[src/rtl/bbox_crop_scaler_pkg.sv]
// bbox_crop_scaler_pkg: frame geometry, bbox field slices, FSM states and gray conversion
package bbox_crop_scaler_pkg;
  localparam int FRAME_W = 160;
  localparam int FRAME_H = 90;
  localparam int XMIN_LSB = 24;
  localparam int XMAX_LSB = 16;
  localparam int YMIN_LSB = 8;
  localparam int YMAX_LSB = 0;
  typedef enum logic [2:0] {IDLE, LATCH, RD, CAP, OUT, DONE} state_t;
  function automatic logic [7:0] rgb_to_gray(input logic [23:0] rgb);
    logic [9:0] s;
    s = 10'(rgb[23:16]) + 10'({rgb[15:8], 1'b0}) + 10'(rgb[7:0]);
    return s[9:2];
  endfunction
endpackage

[src/rtl/bbox_crop_scaler_scale_index.sv]
// bbox_scale_index: nearest-neighbour source address for thumbnail pixel (ox, oy)
module bbox_scale_index #(
  parameter int WIDTH = 160,
  parameter int OUT_SIZE = 32,
  parameter int ADDR_W = 15
) (
  input  logic [7:0]                    x_min,
  input  logic [7:0]                    y_min,
  input  logic [8:0]                    w,
  input  logic [8:0]                    h,
  input  logic [$clog2(OUT_SIZE)-1:0]   ox,
  input  logic [$clog2(OUT_SIZE)-1:0]   oy,
  output logic [ADDR_W-1:0]             mem_addr
);
  localparam int OW = $clog2(OUT_SIZE);
  logic [OW+8:0] px, py;
  logic [ADDR_W-1:0] sx, sy;
  always_comb begin
    px = {{OW{1'b0}}, w} * {9'd0, ox};
    py = {{OW{1'b0}}, h} * {9'd0, oy};
    sx = ADDR_W'(x_min) + ADDR_W'(px >> OW);
    sy = ADDR_W'(y_min) + ADDR_W'(py >> OW);
    mem_addr = sy * ADDR_W'(WIDTH) + sx;
  end
endmodule

[src/rtl/bbox_crop_scaler.sv]
// bbox_crop_scaler: crops the tracked box from frame RAM into a scaled grayscale thumbnail stream
module bbox_crop_scaler
  import bbox_crop_scaler_pkg::*;
#(
  parameter int WIDTH = FRAME_W,
  parameter int HEIGHT = FRAME_H,
  parameter int OUT_SIZE = 32,
  parameter int ADDR_W = 15
) (
  input  logic              CLOCK_50,
  input  logic              reset_n,
  input  logic              start,
  input  logic [31:0]       bbox_in,
  output logic [ADDR_W-1:0] mem_addr,
  output logic              mem_rd_en,
  input  logic [23:0]       mem_rdata,
  output logic [7:0]        out_data,
  output logic              out_valid,
  input  logic              out_ready,
  output logic              busy,
  output logic              done,
  output logic              empty_err
);
  localparam int OW = $clog2(OUT_SIZE);
  state_t state_q, state_d;
  logic [7:0] x_min_q, x_min_d, x_max_q, x_max_d, y_min_q, y_min_d, y_max_q, y_max_d;
  logic [8:0] w_q, w_d, h_q, h_d;
  logic [OW-1:0] ox_q, ox_d, oy_q, oy_d;
  logic [7:0] out_data_q, out_data_d;
  logic out_valid_q, out_valid_d, empty_err_q, empty_err_d;
  logic [7:0] x_max_c, y_max_c;
  logic empty;
  bbox_scale_index #(.WIDTH(WIDTH), .OUT_SIZE(OUT_SIZE), .ADDR_W(ADDR_W)) u_idx (
    .x_min(x_min_q), .y_min(y_min_q), .w(w_q), .h(h_q), .ox(ox_q), .oy(oy_q), .mem_addr(mem_addr)
  );
  always_comb begin
    x_max_c = (x_max_q > 8'(WIDTH - 1)) ? 8'(WIDTH - 1) : x_max_q;
    y_max_c = (y_max_q > 8'(HEIGHT - 1)) ? 8'(HEIGHT - 1) : y_max_q;
    empty = (x_min_q > x_max_c) || (y_min_q > y_max_c);
    state_d = state_q;
    x_min_d = x_min_q;
    x_max_d = x_max_q;
    y_min_d = y_min_q;
    y_max_d = y_max_q;
    w_d = w_q;
    h_d = h_q;
    ox_d = ox_q;
    oy_d = oy_q;
    out_data_d = out_data_q;
    out_valid_d = out_valid_q;
    empty_err_d = empty_err_q;
    case (state_q)
      IDLE: if (start) begin
        x_min_d = bbox_in[XMIN_LSB +: 8];
        x_max_d = bbox_in[XMAX_LSB +: 8];
        y_min_d = bbox_in[YMIN_LSB +: 8];
        y_max_d = bbox_in[YMAX_LSB +: 8];
        empty_err_d = 1'b0;
        state_d = LATCH;
      end
      LATCH: begin
        w_d = {1'b0, x_max_c} - {1'b0, x_min_q} + 9'd1;
        h_d = {1'b0, y_max_c} - {1'b0, y_min_q} + 9'd1;
        ox_d = '0;
        oy_d = '0;
        empty_err_d = empty;
        state_d = empty ? DONE : RD;
      end
      RD: state_d = CAP;
      CAP: begin
        out_data_d = rgb_to_gray(mem_rdata);
        out_valid_d = 1'b1;
        state_d = OUT;
      end
      OUT: if (out_ready) begin
        out_valid_d = 1'b0;
        ox_d = ox_q + 1'b1;
        oy_d = (&ox_q) ? oy_q + 1'b1 : oy_q;
        state_d = (&ox_q && &oy_q) ? DONE : RD;
      end
      DONE: state_d = IDLE;
      default: state_d = IDLE;
    endcase
  end
  always_ff @(posedge CLOCK_50) begin
    if (!reset_n) begin
      state_q <= IDLE;
      x_min_q <= '0;
      x_max_q <= '0;
      y_min_q <= '0;
      y_max_q <= '0;
      w_q <= '0;
      h_q <= '0;
      ox_q <= '0;
      oy_q <= '0;
      out_data_q <= '0;
      out_valid_q <= 1'b0;
      empty_err_q <= 1'b0;
    end else begin
      state_q <= state_d;
      x_min_q <= x_min_d;
      x_max_q <= x_max_d;
      y_min_q <= y_min_d;
      y_max_q <= y_max_d;
      w_q <= w_d;
      h_q <= h_d;
      ox_q <= ox_d;
      oy_q <= oy_d;
      out_data_q <= out_data_d;
      out_valid_q <= out_valid_d;
      empty_err_q <= empty_err_d;
    end
  end
  assign mem_rd_en = state_q == RD;
  assign busy = state_q != IDLE;
  assign done = state_q == DONE;
  assign out_data = out_data_q;
  assign out_valid = out_valid_q;
  assign empty_err = empty_err_q;
endmodule

[config.mk]
export PLATFORM = sky130hd
export DESIGN_NAME = bbox_crop_scaler
export DESIGN_NICKNAME = d
export VERILOG_FILES = /design/src/rtl/bbox_crop_scaler_pkg.sv /design/src/rtl/bbox_crop_scaler_scale_index.sv /design/src/rtl/bbox_crop_scaler.sv
export SDC_FILE = /design/constraint.sdc
export NUM_CORES = 1
export LEC_CHECK = 0
export ABC_AREA = 1
export BUFFER_PORTS_ARGS = -buffer_cell sky130_fd_sc_hd__buf_2
export CAP_MARGIN = 25
export CORE_ASPECT_RATIO = 1.25
export CORE_UTILIZATION = 60
export DETAILED_ROUTE_END_ITERATION = 7
export PLACE_DENSITY = 0.93
export SETUP_SLACK_MARGIN = 0.02
export SLEW_MARGIN = 20
export SYNTH_ARGS = -nofsm -noshare
export SYNTH_HDL_FRONTEND = slang
export SYNTH_SLANG_ARGS = --single-unit
export TNS_END_PERCENT = 20
[constraint.sdc]
create_clock -name CLOCK_50 -period 8.9 [get_ports CLOCK_50]
set_clock_uncertainty 0.1 [all_clocks]
set_input_delay 1.335 -clock CLOCK_50 [delete_from_list [all_inputs] [get_ports CLOCK_50]]
set_output_delay 1.335 -clock CLOCK_50 [all_outputs]
set_load 0.03 [all_outputs]
After elaboration in Yosys (flattened, before gate mapping). Index checks and enable logic that the tools add are counted.

Reductions and logical operators: 15. Equality and inequality tests: 8. $add $sub $neg: 11. Multipliers: 3. Magnitude comparators: 4. Multiplexer cells: 16.

Operator list (count): $add A8 B9 Y10 (3); $mul A9 B5 Y14 (2); $pmux W5 S2 (2); $add A9 B1 Y9 const B (2); $sub A8 B8 Y9 (2); $gt A8 B8 Y1 (2); $mux W8 (2); $add A15 B10 Y15 (1); $mux W5 (3); $pmux W3 S5 (1); $mux W3 (4); $add A10 B8 Y10 (1); $add A5 B1 Y5 const B (2); $mul A10 B3 Y10 const B (1); $reduce_and A2 Y1 (5); $reduce_and A5 Y1 (2); $gt A8 B7 Y1 const B (1); $gt A8 B8 Y1 const B (1); $eq A3 B2 Y1 const B (2); $eq A3 B3 Y1 const B (2); $ne A2 B2 Y1 const B (3); $reduce_bool A2 Y1 (3); $pmux W1 S2 (2); $eq A3 B1 Y1 const B (1); 6 further kinds (7).

Logic and storage cells: 69. Register bits: 73. Output and inout port bits: 28. Input port bits: 60.

Logic depth before layout (Yosys ltp).
Depth in word-level cells: 6. Gate-level depth with buffers: 39. Gate-level depth less buffers: 38.

By module. Synthesis repeated with hierarchy kept, for this count alone.

Cell total of the unflattened synthesis: 1225. Area total of the unflattened synthesis: 8728.4 um^2.

Modules (own cells, without submodules): bbox_crop_scaler (area an instance 4546.9 um^2, cells an instance 614, seq. area each 1461.4 um^2, instances 1); bbox_scale_index (area an instance 4181.5 um^2, cells an instance 611, seq. area each 0.0 um^2, instances 1).

Worst setup path before layout. Ideal clock, no wire load.

Path kind: reg2out. From: reg oy_q[4]. To: out mem_addr[12]. Arrival time: 6.299 ns. Data required time: 7.465 ns. Stages on the path, launching flop included: 25. Path slack: 1.166 ns. Buffers on the path: 1. Cell sequence: dfxtp_1 -> clkbuf_1 -> nand2_1 -> fa_1 -> fa_1 -> inv_1 -> fa_1 -> ha_1 -> or2_2 -> nand2_2 -> xor2_1 -> ha_1 -> inv_1 -> fa_1 -> o21ai_0 -> xor2_1 -> ha_1 -> fa_1 -> ha_1 -> nand2_1 -> nor2_1 -> nand3_1 -> nand4_1 -> nand3_1 -> xor2_1.

Word-level cells in the longest chain between the ends: 4.

Ends and longest elaborated chain: from (decl) (RTL line bbox_crop_scaler.sv:28) `logic [OW-1:0] ox_q, ox_d, oy_q, oy_d;`; from (signal assigned) (RTL line bbox_crop_scaler.sv:108) `oy_q <= oy_d;`; $mul A9 B5 Y14 (RTL line bbox_crop_scaler_scale_index.sv:20) `py = {{OW{1'b0}}, h} * {9'd0, oy};`; $add A8 B9 Y10 (RTL line bbox_crop_scaler_scale_index.sv:22) `sy = ADDR_W'(y_min) + ADDR_W'(py >> OW);`; $mul A10 B3 Y10 (RTL line bbox_crop_scaler_scale_index.sv:23) `mem_addr = sy * ADDR_W'(WIDTH) + sx;`; $add A15 B10 Y15 (RTL line bbox_crop_scaler_scale_index.sv:23); to (decl) (RTL line bbox_crop_scaler.sv:14) `output logic [ADDR_W-1:0] mem_addr,`.

No other way between the ends.

Final worst setup path.
From: reg oy_q[4]. To: out mem_addr[14].

The elaborated chain is that of the path after synthesis.

==> flow_summary_export.csv <==
group,metric,value,unit
setup_path,startpoint_type,"register",
global_route,grt-ovfl-total,0,
clock_tree,path_clk_slew,0.07,ns
sta,finalSetupTns,0,ns
routing,wl_per_cell,14.3,um
global_route,first_global_vias,7865,
place,dp.cells,1417,
yosys,syn_area,0.00849,sq mm
place,dp.final_hpwl,16400,um
global_route,grt_pass1_wl,33800,um
sta,min_period,8.48,ns
sta,max_freq,0.118,GHz
floorplan,fp-row-count,48,
routing,dr.first_iter.drc_count,679,
clock_tree,clockBufferDepth,2,
layout,drive_above_1_share,10.5,%
floorplan,die_h,135,um
yosys,yosysSeqAreaShare,17.2,%
yosys,synth_nets,1432,
sta,relSlewSlack,39.1,%
routing,drtAntennaViolNets,0,
yosys,synth.distinct_cells,41,
clock_tree,cts_root_buffer,"clkbuf_16",
floorplan,pin_count,88,
global_route,track_usage,29.0,%
clock_tree,cts_tree,"yes",
routing,drc,0,
sta,rsz0062_at_grt,"false",
layout,mostFrequentLayoutCells,"nand2_1, inv_1, ha_1",
routing,num_vias,7917,
yosys,synth_top_area_share,19.9,%
sta,setup_viol,0,
layout,utilization,67.8,%
sta,hold_ws,0.354,ns
run,cap_viol_max_count,0,
routing,vias_per_cell,5.52,
yosys,ys_seq_elements,73,
yosys,synth_area_leaders,"ha_1, dfxtp_1, fa_1",
global_route,grt_max_degree,66,
place,io_buffers,87,
floorplan,die_area,0.0146,sq mm
routing,wl,20500,um
setup_path,required,7.47,ns
setup_path,crit_type,"register to primary output",
clock_tree,clk_latency,0.35,ns
run_status,status,"completed",
layout,n_antenna_cell,0,
floorplan,die_width,108,um
place,gp_congestion,0.901,
power,ir_drop,229,uV
clock_tree,cts_buffers,9,
clock_tree,cts_max_level,3,
setup_path,cp-end-kind,"primary output",
layout,nNetsFinal,1504,
power,leakage,0.00547,uW
routing,first_pass_iters,7,
sta,hold_violations,0,
min_path,hold_path.class,"register to register",
layout,mostFrequentLayoutCell,"nand2_1",
yosys,synth_warnings,0,
power,power.density,279,mW/mm^2
setup_path,reg2reg_slack,5.76,ns
clock_tree,cts.sinks,73,
yosys,yosys.area.top_type,"ha_1",
layout,area_growth,10.3,%
setup_path,crit_fanout,11,
global_route,antenna_found_initial,0,
layout,fin_cells,1433,
floorplan,core_area,0.0138,sq mm
sta,tightest_slew,0.914,ns
clock_tree,cts_setup_buffers,0,
setup_path,arrival,7.05,ns
yosys,synthCells,1181,
sta,post-route-period-util,95.3,%
floorplan,start_util,61.5,%
sta,drv_slew,0,
yosys,syn_area_per_cell,7.19,sq um
## cell type report
class,count,area (sq um)
clock buffers,9,225
clock inverters,7,85.1
flip-flops and latches,73,1470
repair buffers,89,450
well taps,175,219
multi-input cells,835,6000
inverters,245,921
fillers,1036,4450
## report_power, final
part / switching, uW / total, uW / internal (uW)
Clock: 167 / 390 / 223
Sequential: 139 / 577 / 437
Combinational: 1080 / 1640 / 567
## cells by family after synthesis
logic type / count (synthesis) / share of synthesized area [%]
simple gates: 390 / 19.5
fa+ha+maj: 191 / 33.1
compound gates: 203 / 12.9
buf+inv: 273 / 12.2
xor+xnor: 49 / 5.05
flops: 73 / 17.2
other cells: 2 / 0.0885
## path summary, 6_finish.rpt
kind,start,end,cells after the start
setup / recovery,oy_q[4],mem_addr[14],26
hold / removal,x_max_q[3],x_max_q[3],2
setup reg to reg,y_max_q[1],h_q[7],20
hold reg to reg,x_max_q[3],x_max_q[3],2
## worst max-delay path: stages (launching register included)
cell,delay (ns)
dfxtp_2,0.44
nand2_1,0.12
fa_1,0.52
fa_1,0.56
inv_1,0.06
fa_1,0.47
ha_1,0.33
or2_2,0.33
nand2_2,0.12
xor2_1,0.23
ha_1,0.22
inv_1,0.06
fa_1,0.39
o21ai_0,0.29
xor2_1,0.26
ha_1,0.31
fa_1,0.49
ha_1,0.37
nand2_1,0.08
nor2_1,0.13
nand3_1,0.09
nand4_1,0.14
nand3_1,0.15
nor3_1,0.19
nand3_1,0.10
nand2_1,0.06
buf_2,0.19
## flip-flops by register name, indices dropped and copies added (netlist names), 8 cells and up
| register | flops |
|---|---|
| x_max_q | 8 |
| h_q | 9 |
| w_q | 9 |
| x_min_q | 8 |
| out_data | 8 |
| y_min_q | 8 |
| y_max_q | 8 |
## cells in the mapped netlist (all sizes together)
| cell type | number |
|---|---|
| ha | 135 |
| o211ai | 4 |
| nand3b | 3 |
| clkinv | 1 |
| a21o | 4 |
| nand2 | 254 |
| o22ai | 1 |
| o21ai | 70 |
| nor3 | 11 |
| o21bai | 4 |
| inv | 244 |
| nand4 | 9 |
| buf | 8 |
| dfxtp | 73 |
| a31o | 1 |
| a21oi | 102 |
| a211oi | 7 |
| a31oi | 6 |
| conb | 2 |
| nor2 | 64 |
| or2 | 3 |
| a21boi | 2 |
| xnor2 | 16 |
| nor3b | 1 |
| o221ai | 2 |
| xor2 | 33 |
| fa | 56 |
| clkbuf | 20 |
| nand3 | 45 |
## through the flow
step	worst slack, ns	area (sq um)	power (uW)
2_1_floorplan	1.17	8490	1750
3_3_place_gp	0.928	9050	2100
3_5_place_dp	0.673	9050	2170
4_1_cts	0.318	9360	2580
5_1_grt	0.0472	9360	2820
6_report	0.418	9360	2610
## layer usage
layer  global-route usage (%)  up-vias  share of wire, %
met3                     4.63       75               6.6
met5                        0        -                 0
li1                         -     3860                 -
met2                     51.5      326                50
met4                     14.1        0               4.2
met1                     33.4     3656                40
## timing repair
action | 4_1_cts | 5_1_grt
gates resized for setup | 0 | 3
hold buffers | 0 | 0
setup endpoints to repair | 0 | 2
(Power assumes the default switching activity.)
